## src/rtl/line_pkg.sv

```systemverilog
// rtl/line_pkg.sv - shared constants and state encoding for the line transmit arbiter
package line_pkg;

  localparam int FRAME_LEN_DEF = 4352;
  localparam int CNT_W         = 13;
  localparam int PEND_W        = 8;
  localparam int STAT_W        = 16;

  typedef enum logic [1:0] {
    ST_IDLE      = 2'd0,
    ST_SEND_NEW  = 2'd1,
    ST_SEND_RETX = 2'd2
  } state_t;

endpackage

```

## src/rtl/frame_byte_cnt.sv

```systemverilog
// rtl/frame_byte_cnt.sv - per-frame byte position counter with first/last byte flags
module frame_byte_cnt
  import line_pkg::*;
#(
  parameter int FRAME_LEN = FRAME_LEN_DEF
) (
  input  logic clk,
  input  logic rst_n,
  input  logic inc,
  output logic first,
  output logic last
);

  localparam logic [CNT_W-1:0] LAST_VAL = CNT_W'(FRAME_LEN - 1);

  logic [CNT_W-1:0] count;

  assign first = (count == '0);
  assign last  = (count == LAST_VAL);

  always_ff @(posedge clk or negedge rst_n) begin
    if (!rst_n) begin
      count <= '0;
    end else if (inc) begin
      count <= last ? '0 : count + 1'b1;
    end
  end

endmodule

```

## src/rtl/line_tx_arbiter.sv

```systemverilog
// rtl/line_tx_arbiter.sv - frame-aligned arbiter between new-frame and retransmit sources
// Per-type completed-frame counters exist only when LINE_ARB_STATS_EN is defined.
module line_tx_arbiter
  import line_pkg::*;
#(
  parameter int FRAME_LEN = FRAME_LEN_DEF,
  parameter int PEND_MAX  = 3
) (
  input  logic        i_clk,
  input  logic        i_rst_n,
  input  logic [7:0]  i_map_data,
  input  logic        i_map_valid,
  input  logic        i_map_fas,
  output logic        o_map_ready,
  input  logic [7:0]  i_rec_data,
  input  logic        i_rec_valid,
  input  logic        i_rec_fas,
  output logic        o_rec_ready,
  output logic [7:0]  o_line_data,
  output logic        o_line_valid,
  output logic        o_line_fas,
  input  logic        i_line_ready,
  input  logic        i_line_retrans_req,
  output logic        o_retx_active,
  output logic        o_align_err,
  output logic        o_retx_ovf,
  output logic [15:0] o_new_frm_cnt,
  output logic [15:0] o_retx_frm_cnt
);

  localparam logic [PEND_W-1:0] PEND_SAT = PEND_W'(PEND_MAX);

  state_t            state;
  state_t            state_nxt;
  logic [PEND_W-1:0] pending;
  logic [PEND_W-1:0] pending_nxt;

  logic       use_rec;
  logic       src_valid;
  logic       src_fas;
  logic [7:0] src_data;
  logic       src_ready;
  logic [7:0] line_data;
  logic       line_valid;
  logic       line_fas;
  logic       line_xfer;
  logic       align_err;
  logic       retx_start;
  logic       retx_ovf;
  logic       cnt_first;
  logic       cnt_last;

  // Source choice is only re-evaluated in IDLE; inside a frame the state pins it.
  assign use_rec   = (state == ST_SEND_RETX) ||
                     ((state == ST_IDLE) && (pending != '0) && i_rec_valid);
  assign src_valid = use_rec ? i_rec_valid : i_map_valid;
  assign src_fas   = use_rec ? i_rec_fas   : i_map_fas;
  assign src_data  = use_rec ? i_rec_data  : i_map_data;

  always_comb begin
    state_nxt  = state;
    line_data  = '0;
    line_valid = 1'b0;
    line_fas   = 1'b0;
    src_ready  = 1'b0;
    line_xfer  = 1'b0;
    align_err  = 1'b0;
    retx_start = 1'b0;
    case (state)
      ST_IDLE: begin
        if (src_valid) begin
          if (src_fas) begin
            line_data  = src_data;
            line_valid = 1'b1;
            line_fas   = 1'b1;
            src_ready  = i_line_ready;
            line_xfer  = i_line_ready;
            if (i_line_ready) begin
              state_nxt  = use_rec ? ST_SEND_RETX : ST_SEND_NEW;
              retx_start = use_rec;
            end
          end else begin
            // Misaligned byte: drop it so the source can advance to the next fas.
            src_ready = 1'b1;
            align_err = 1'b1;
          end
        end
      end
      ST_SEND_NEW, ST_SEND_RETX: begin
        line_data  = src_data;
        line_valid = src_valid;
        line_fas   = src_fas;
        src_ready  = i_line_ready;
        line_xfer  = src_valid && i_line_ready;
        if (line_xfer && src_fas && !cnt_first) begin
          align_err = 1'b1;
        end
        if (line_xfer && cnt_last) begin
          state_nxt = ST_IDLE;
        end
      end
      default: begin
        state_nxt = ST_IDLE;
      end
    endcase
  end

  always_comb begin
    pending_nxt = pending;
    retx_ovf    = 1'b0;
    if (i_line_retrans_req && !retx_start) begin
      if (pending == PEND_SAT) begin
        retx_ovf = 1'b1;
      end else begin
        pending_nxt = pending + 1'b1;
      end
    end else if (!i_line_retrans_req && retx_start) begin
      pending_nxt = pending - 1'b1;
    end
  end

  always_ff @(posedge i_clk or negedge i_rst_n) begin
    if (!i_rst_n) begin
      state   <= ST_IDLE;
      pending <= '0;
    end else begin
      state   <= state_nxt;
      pending <= pending_nxt;
    end
  end

  frame_byte_cnt #(
    .FRAME_LEN(FRAME_LEN)
  ) u_cnt (
    .clk  (i_clk),
    .rst_n(i_rst_n),
    .inc  (line_xfer),
    .first(cnt_first),
    .last (cnt_last)
  );

  // Combinational paths are forced low while reset is held.
  assign o_line_data   = i_rst_n ? line_data : 8'h00;
  assign o_line_valid  = i_rst_n && line_valid;
  assign o_line_fas    = i_rst_n && line_fas;
  assign o_map_ready   = i_rst_n && src_ready && !use_rec;
  assign o_rec_ready   = i_rst_n && src_ready && use_rec;
  assign o_align_err   = i_rst_n && align_err;
  assign o_retx_ovf    = i_rst_n && retx_ovf;
  assign o_retx_active = i_rst_n && ((state == ST_SEND_RETX) || (pending != '0));

`ifdef LINE_ARB_STATS_EN
  logic              done_new;
  logic              done_retx;
  logic [STAT_W-1:0] new_cnt;
  logic [STAT_W-1:0] retx_cnt;

  assign done_new  = line_xfer && cnt_last && (state == ST_SEND_NEW);
  assign done_retx = line_xfer && cnt_last && (state == ST_SEND_RETX);

  always_ff @(posedge i_clk or negedge i_rst_n) begin
    if (!i_rst_n) begin
      new_cnt  <= '0;
      retx_cnt <= '0;
    end else begin
      if (done_new) begin
        new_cnt <= new_cnt + 1'b1;
      end
      if (done_retx) begin
        retx_cnt <= retx_cnt + 1'b1;
      end
    end
  end

  assign o_new_frm_cnt  = new_cnt;
  assign o_retx_frm_cnt = retx_cnt;
`else
  assign o_new_frm_cnt  = '0;
  assign o_retx_frm_cnt = '0;
`endif

endmodule

```

## config.mk

```make
export PLATFORM = sky130hd
export DESIGN_NAME = line_tx_arbiter
export DESIGN_NICKNAME = d
export VERILOG_FILES = /design/src/rtl/line_pkg.sv /design/src/rtl/frame_byte_cnt.sv /design/src/rtl/line_tx_arbiter.sv
export SDC_FILE = /design/constraint.sdc
export NUM_CORES = 1
export LEC_CHECK = 0
export ABC_CLOCK_PERIOD_IN_PS = 3250
export BUFFER_PORTS_ARGS = -buffer_cell sky130_fd_sc_hd__buf_2
export CAP_MARGIN = 10
export CORE_AREA = 2 2 78 80
export DETAILED_ROUTE_END_ITERATION = 6
export DIE_AREA = 0 0 80 82
export GPL_TIMING_DRIVEN = 0
export PLACE_DENSITY = 0.65
export SKIP_LAST_GASP = 1
export SYNTH_ARGS = -nofsm -noshare
export SYNTH_HDL_FRONTEND = slang
export SYNTH_SLANG_ARGS = --single-unit
```

## constraint.sdc

```tcl
create_clock -name i_clk -period 3.25 [get_ports i_clk]
set_input_delay 0.8125 -clock i_clk [delete_from_list [all_inputs] [get_ports i_clk]]
set_output_delay 0.8125 -clock i_clk [all_outputs]
set_load 0.02 [all_outputs]
```

* Word level (Yosys, flattened, before mapping)
Index checks and enable logic that the tools add are counted. W data, S select, Z words.
Cells by class: add/sub/neg operators 3, equality and inequality tests 9, mux-type cells 37, reductions and logical operators 29
Operators by type and width (count):
- $mux W8 | 7
- $mux W1 | 17
- $logic_and A1 B1 Y1 | 16
- $pmux W8 S2 | 1
- $add A13 B1 Y13 const B | 1
- $eq A13 B13 Y1 const B | 1
- $logic_not A13 Y1 | 1
- $mux W13 | 1
- $mux W2 | 5
- $ne A2 B2 Y1 const B | 5
- $pmux W1 S2 | 5
- $add A8 B1 Y8 const B | 1
- $eq A8 B2 Y1 const B | 1
- $reduce_bool A8 Y1 | 1
- $sub A8 B1 Y8 const B | 1
- $logic_not A1 Y1 | 4
- $pmux W2 S2 | 1
- $reduce_and A4 Y1 | 1
- $eq A2 B1 Y1 const B | 1
- $eq A2 B2 Y1 const B | 1
- $logic_not A2 Y1 | 1
- $logic_or A1 B1 Y1 | 2
- $reduce_and A2 Y1 | 1
- $reduce_bool A2 Y1 | 1
- $reduce_or A2 Y1 | 1
Storage, ports and cells: bits in registers 23, input bits 24, output and inout port bits 47, word-level logic and storage cells 81

* Logic depth before layout (Yosys ltp)
depth in word-level cells 12, depth in mapped cells 11, depth with buffers taken out 11

* By module
From an unflattened synthesis, not the netlist that was laid out.
Second synthesis, totals: cells, all modules 238, area total of the unflattened synthesis 2120.8 um2
By module, submodules not included:
- line_tx_arbiter | times used 1, cells an instance 163, area each 1393.8 um2, seq. area each 250.2 um2
- frame_byte_cnt | times used 1, cells an instance 75, area each 726.9 um2, seq. area each 325.3 um2

* Worst setup path after synthesis
No wires, ideal clock.
path kind input-to-output, start input port i_rec_valid, end output port o_line_data[0], arrival 2205 ps, data required time 2438 ps, slack 232 ps, stages on the path 5, buffers on the path 1, path through a21oi_1 a31oi_2 clkbuf_1 mux2i_1 nor3_1
Between the ends: word-level cells in the longest chain between the ends 7, elaborated cells on any way between the ends 9, classes of those cells mux (7); reduce/logical (2)
Ends and longest elaborated chain:
- start: declaration | RTL line line_tx_arbiter.sv:16 | input logic i_rec_valid,
- $logic_and A1 B1 Y1 | RTL line line_tx_arbiter.sv:55 | ((state == ST_IDLE) && (pending != '0) && i_rec_valid);
- $logic_or A1 B1 Y1 | RTL line line_tx_arbiter.sv:54 | assign use_rec = (state == ST_SEND_RETX) ||
- $mux W8 / $mux W1 (equally long branches) | RTL line line_tx_arbiter.sv:58, line_tx_arbiter.sv:57
- $mux W8 | RTL line line_tx_arbiter.sv:72 | if (src_fas) begin
- $mux W8 | RTL line line_tx_arbiter.sv:71 | if (src_valid) begin
- $pmux W8 S2 (*) | RTL line line_tx_arbiter.sv:69 | case (state)
- $mux W8 (*) | RTL line line_tx_arbiter.sv:143 | assign o_line_data = i_rst_n ? line_data : 8'h00;
- end: declaration | RTL line line_tx_arbiter.sv:19 | output logic [7:0] o_line_data,
Mark *: on every way between the ends. The rest lies on a longest branch, timed or not.

* Final worst setup path
start register state[0], end output port o_line_valid
Between the ends: word-level cells in the longest chain between the ends 9, elaborated cells on any way between the ends 13, classes of those cells eq/ne (2); mux (5); reduce/logical (6)
Ends and longest elaborated chain:
- start: declaration | RTL line line_tx_arbiter.sv:33 | state_t state;
- start signal: assignment | RTL line line_tx_arbiter.sv:127 | state <= state_nxt;
- $logic_not A2 Y1 | RTL line line_tx_arbiter.sv:55, line_tx_arbiter.sv:69
- $logic_and A1 B1 Y1 (2 in a row) | RTL line line_tx_arbiter.sv:55
- $logic_or A1 B1 Y1 | RTL line line_tx_arbiter.sv:54
- $mux W1 | RTL line line_tx_arbiter.sv:57 | assign src_fas = use_rec ? i_rec_fas : i_map_fas;
- $mux W1 | RTL line line_tx_arbiter.sv:72
- $mux W1 | RTL line line_tx_arbiter.sv:71
- $pmux W1 S2 (*) | RTL line line_tx_arbiter.sv:69
- $logic_and A1 B1 Y1 (*) | RTL line line_tx_arbiter.sv:144 | assign o_line_valid = i_rst_n && line_valid;
- end: declaration | RTL line line_tx_arbiter.sv:20 | output logic o_line_valid,
Marked as above.

==> summary.md <==
| Metric | Value |
|---|---|
| First-pass GRT wire length | `8950 um` |
| Required @ worst endpoint | `2.44 ns` |
| Latest clock arrival within the worst-skew pair | `0.27 ns` |
| Post-synth EDFFs | `0` |
| Number of synthesized register bits | `23` |
| Die width | `80 um` |
| Final WS setup | `0.178 ns` |
| Final #Nets | `366` |
| MaxCap Viol Count | `0` |
| CTS root buf | `clkbuf_8` |
| H-tree Lvls | `1` |
| Crit path kind | `flop to output port` |
| Synthesis warning total | `0` |
| Overall Global Routing Usage | `16.9%` |
| Drt via density | `5.15` |
| Commonest non-fill, non-tap cell in the layout | `buf_2` |
| Avg WL per Cell | `13.4 um` |
| Clk_skew | `0.00474 ns` |
| Buffers on Ports | `38` |
| HPWL Detailed | `4120 um` |
| Sequential-to-total area share from yosys stat | `25.6%` |
| Initial detailed-routing violation count | `107` |
| # diodes | `0` |
| Worst reg2reg setup slack | `0.24 ns` |
| Placed cells | `397` |
| Filler cells | `543` |
| Gr ovfl total | `0` |
| Crit-path slowest cell | `dfrtp_1` |
| Clock sink count | `23` |
| Initial Util | `39.2%` |
| Comb power frac | `64.2%` |
| Tmin final | `3.07 ns` |
| Die H | `82 um` |
| CTS Buf Count | `3` |
| Type of origin of the critical path | `flop` |
| Crit path arrival time | `2.26 ns` |
| Setup-failing EPs final | `0` |
| Routed Antenna Nets | `0` |
| Count of pins over their slew limit | `0` |
| Relative slew slack | `60.5%` |
| Outcome | `complete, no violations` |
| CTS tree | `built` |
| Crit path max fanout | `9` |
| Sw power | `960 uW` |
| Vias | `2,080` |
| Row count | `28` |
| Placer's final routability congestion estimate | `0.814` |
| Post-synth top flop | `dfrtp_1` |
| PwrDens | `702 mW/mm^2` |
| Unrepaired setup endpoints after global routing | `no` |
| Largest net degree at the start of global routing | `27` |
| Crit path buffers/inverters | `3` |
| Total power | `1.99 mW` |
| Finished Layout Cells | `404` |
| Switching share of power | `48.3%` |
| Hold crit path type | `flop to flop` |
| Leakage | `1.34 nW` |
| Clock power frac | `9.3%` |
| Drt pass-1 iters | `4` |
| Pre-CTS setup slack | `-0.272 ns` |
| Met2 Wirelength | `2540 um` |
| Max IR drop VDD | `0.000299 V` |
| Ys async rst share | `100%` |
| Final period utilization | `94.5%` |
| Met3 routed WL | `407 um` |
| Multi-input gate area | `0.00158 sq mm` |
| Synthesized cell area | `0.00225 sq mm` |
| Part of the power in registers | `26.5%` |
| DRC | `0` |
| Top delay family on crit path | `simple AND/OR/NAND/NOR gates` |
| Int Pwr | `1.03 mW` |
| DRT Wirelength | `5400 um` |
| I/O pin cnt | `71` |
| CORE AREA | `0.00575 sq mm` |
| Critical Path End Type | `output port` |
| Synth Instances | `253` |
| Hold Vio Cnt, Final | `0` |
| Max clock buf depth | `2` |
| Measured slew at the worst slew-check pin | `0.588 ns` |
| Vias in the first global route | `1,938` |
| Unique cell type count in the Yosys netlist | `58` |
| Fmax | `325 MHz` |
| Sequential cell area | `576 sq um` |
| M1 wire length | `2380 um` |
| Crit path largest cell delay | `0.35 ns` |
| Die area | `0.00656 sq mm` |
| Initial antenna violation count | `0` |
| Highest metal used | `met4` |
| Synth Area per Inst | `8.89 sq um` |
| Area delta synth->final | `25.9%` |
| Reg clk slew, reported paths | `0.08 ns` |
| Critical Path, Cell by Cell | `inv_1 -> ha_2 -> nor4b_2 -> a32oi_1 -> o221a_1 -> buf_6 -> nor3_1 -> buf_2` |
| Most frequent cells in the layout | `buf_2, buf_4, conb_1, dfrtp_1, nor3_1` |
| Hold Slack | `0.499 ns` |
| Share of cells above drive strength 1 | `34.0%` |
## synthesized netlist by cell type, types with 3 or more instances
master,n,share of area [%]
ha_1,11,6.1
nand2_1,7,1.2
nor3_1,22,4.9
xor2_1,6,2.3
nand4_1,7,1.9
o21ai_0,6,1.3
mux2i_1,12,5.3
a311oi_1,5,1.9
o41ai_1,6,2.3
mux2_2,9,4.5
nor2_1,9,1.5
inv_1,11,1.8
dfrtp_1,23,26
o21bai_1,7,2.3
nand2b_1,5,1.4
nor4_1,5,1.4
and3_1,3,0.83
nand3_1,7,1.6
clkbuf_1,5,0.83
a21oi_1,4,0.89
nor2b_1,5,1.4
or4_1,3,1.0
buf_4,32,11
xnor2_1,4,1.6
## power groups by stage
stage	registers [mW]	clock network (mW)	logic (mW)
global route	0.545	0.201	1.41
CTS	0.517	0.190	1.20
floorplan	0.489	0	0.915
detailed placement	0.521	0	1.15
finish	0.527	0.184	1.28
global placement	0.516	0	1.12
## logic make-up after synthesis
| group | after synthesis | synth area share (%) |
|---|---|---|
| buffers and inverters | 52 | 14.5 |
| AO/OA/AOI/OAI | 47 | 16.2 |
| adder cells (fa/ha/maj) | 12 | 7.01 |
| flip-flops | 23 | 25.6 |
| AND/OR/NAND/NOR | 87 | 22.9 |
| multiplexers | 21 | 9.84 |
| XOR/XNOR | 10 | 3.89 |
| other | 1 | 0.167 |
## sequential cells by signal, summed over array words and instances, names as in the netlist
| register | flops |
|---|---|
| u_cnt.count | 13 |
| pending | 8 |
| state | 2 |
## through the flow
step | utilization [%] | TNS, ns | cell area [sq um]
2_1_floorplan | - | 0 | 2370
3_3_place_gp | 46.1 | -0.464 | 2650
3_5_place_dp | 46.1 | -0.825 | 2650
4_1_cts | 47.9 | 0 | 2750
5_1_grt | 49.3 | 0 | 2830
6_report | 49.3 | 0 | 2830
## worst register-to-register path, cell delays in order, from the launching register on
cell and delay (ns):
dfrtp_1 0.39, inv_1 0.12, ha_2 0.29, nor3_4 0.09, a311oi_2 0.36, nand2b_4 0.26, ha_1 0.26, a21oi_2 0.19
o211ai_1 0.16, o41ai_2 0.25, mux2_2 0.39, xor2_1 0.15
## routing by layer
metal / track usage (%) / vias up
met5: 0 / -
met4: 6.27 / 0
met3: 2.09 / 5
met2: 30.8 / 80
met1: 20.3 / 951
li1: - / 1044
## area by class of cell
type                       count  share of cell area (%)
clock buffer                   4                    1.59
sequential                    23                    20.3
inverter                      12                    1.59
buffer                        40                    10.1
multi-input combinational    210                    55.9
tap                           75                    3.31
timing repair buffer          40                    7.25
## path summary, 6_finish.rpt
kind                                                  start                           to  depth (start not counted)
worst max-delay path                   state[0]$_DFFE_PN0P_                 o_line_valid                          8
worst min-delay path            u_cnt.count[12]$_DFFE_PN0P_  u_cnt.count[12]$_DFFE_PN0P_                          1
worst max register to register         state[0]$_DFFE_PN0P_       pending[7]$_DFFE_PN0P_                         11
worst min register to register  u_cnt.count[12]$_DFFE_PN0P_  u_cnt.count[12]$_DFFE_PN0P_                          1
max in group asynchronous                           i_rst_n       pending[4]$_DFFE_PN0P_                          1
min in group asynchronous                           i_rst_n   u_cnt.count[7]$_DFFE_PN0P_                          1
## timing repair
| item | in CTS | in global routing |
|---|---|---|
| cloned | 1 | 0 |
| setup buffers | 0 | 2 |
| pin swaps | 2 | 1 |
| hold buffers | 0 | 0 |
| resized for setup | 10 | 15 |
| endpoints found under the setup margin | 14 | 14 |
No activity file was read; power rests on OpenSTA's default activity.
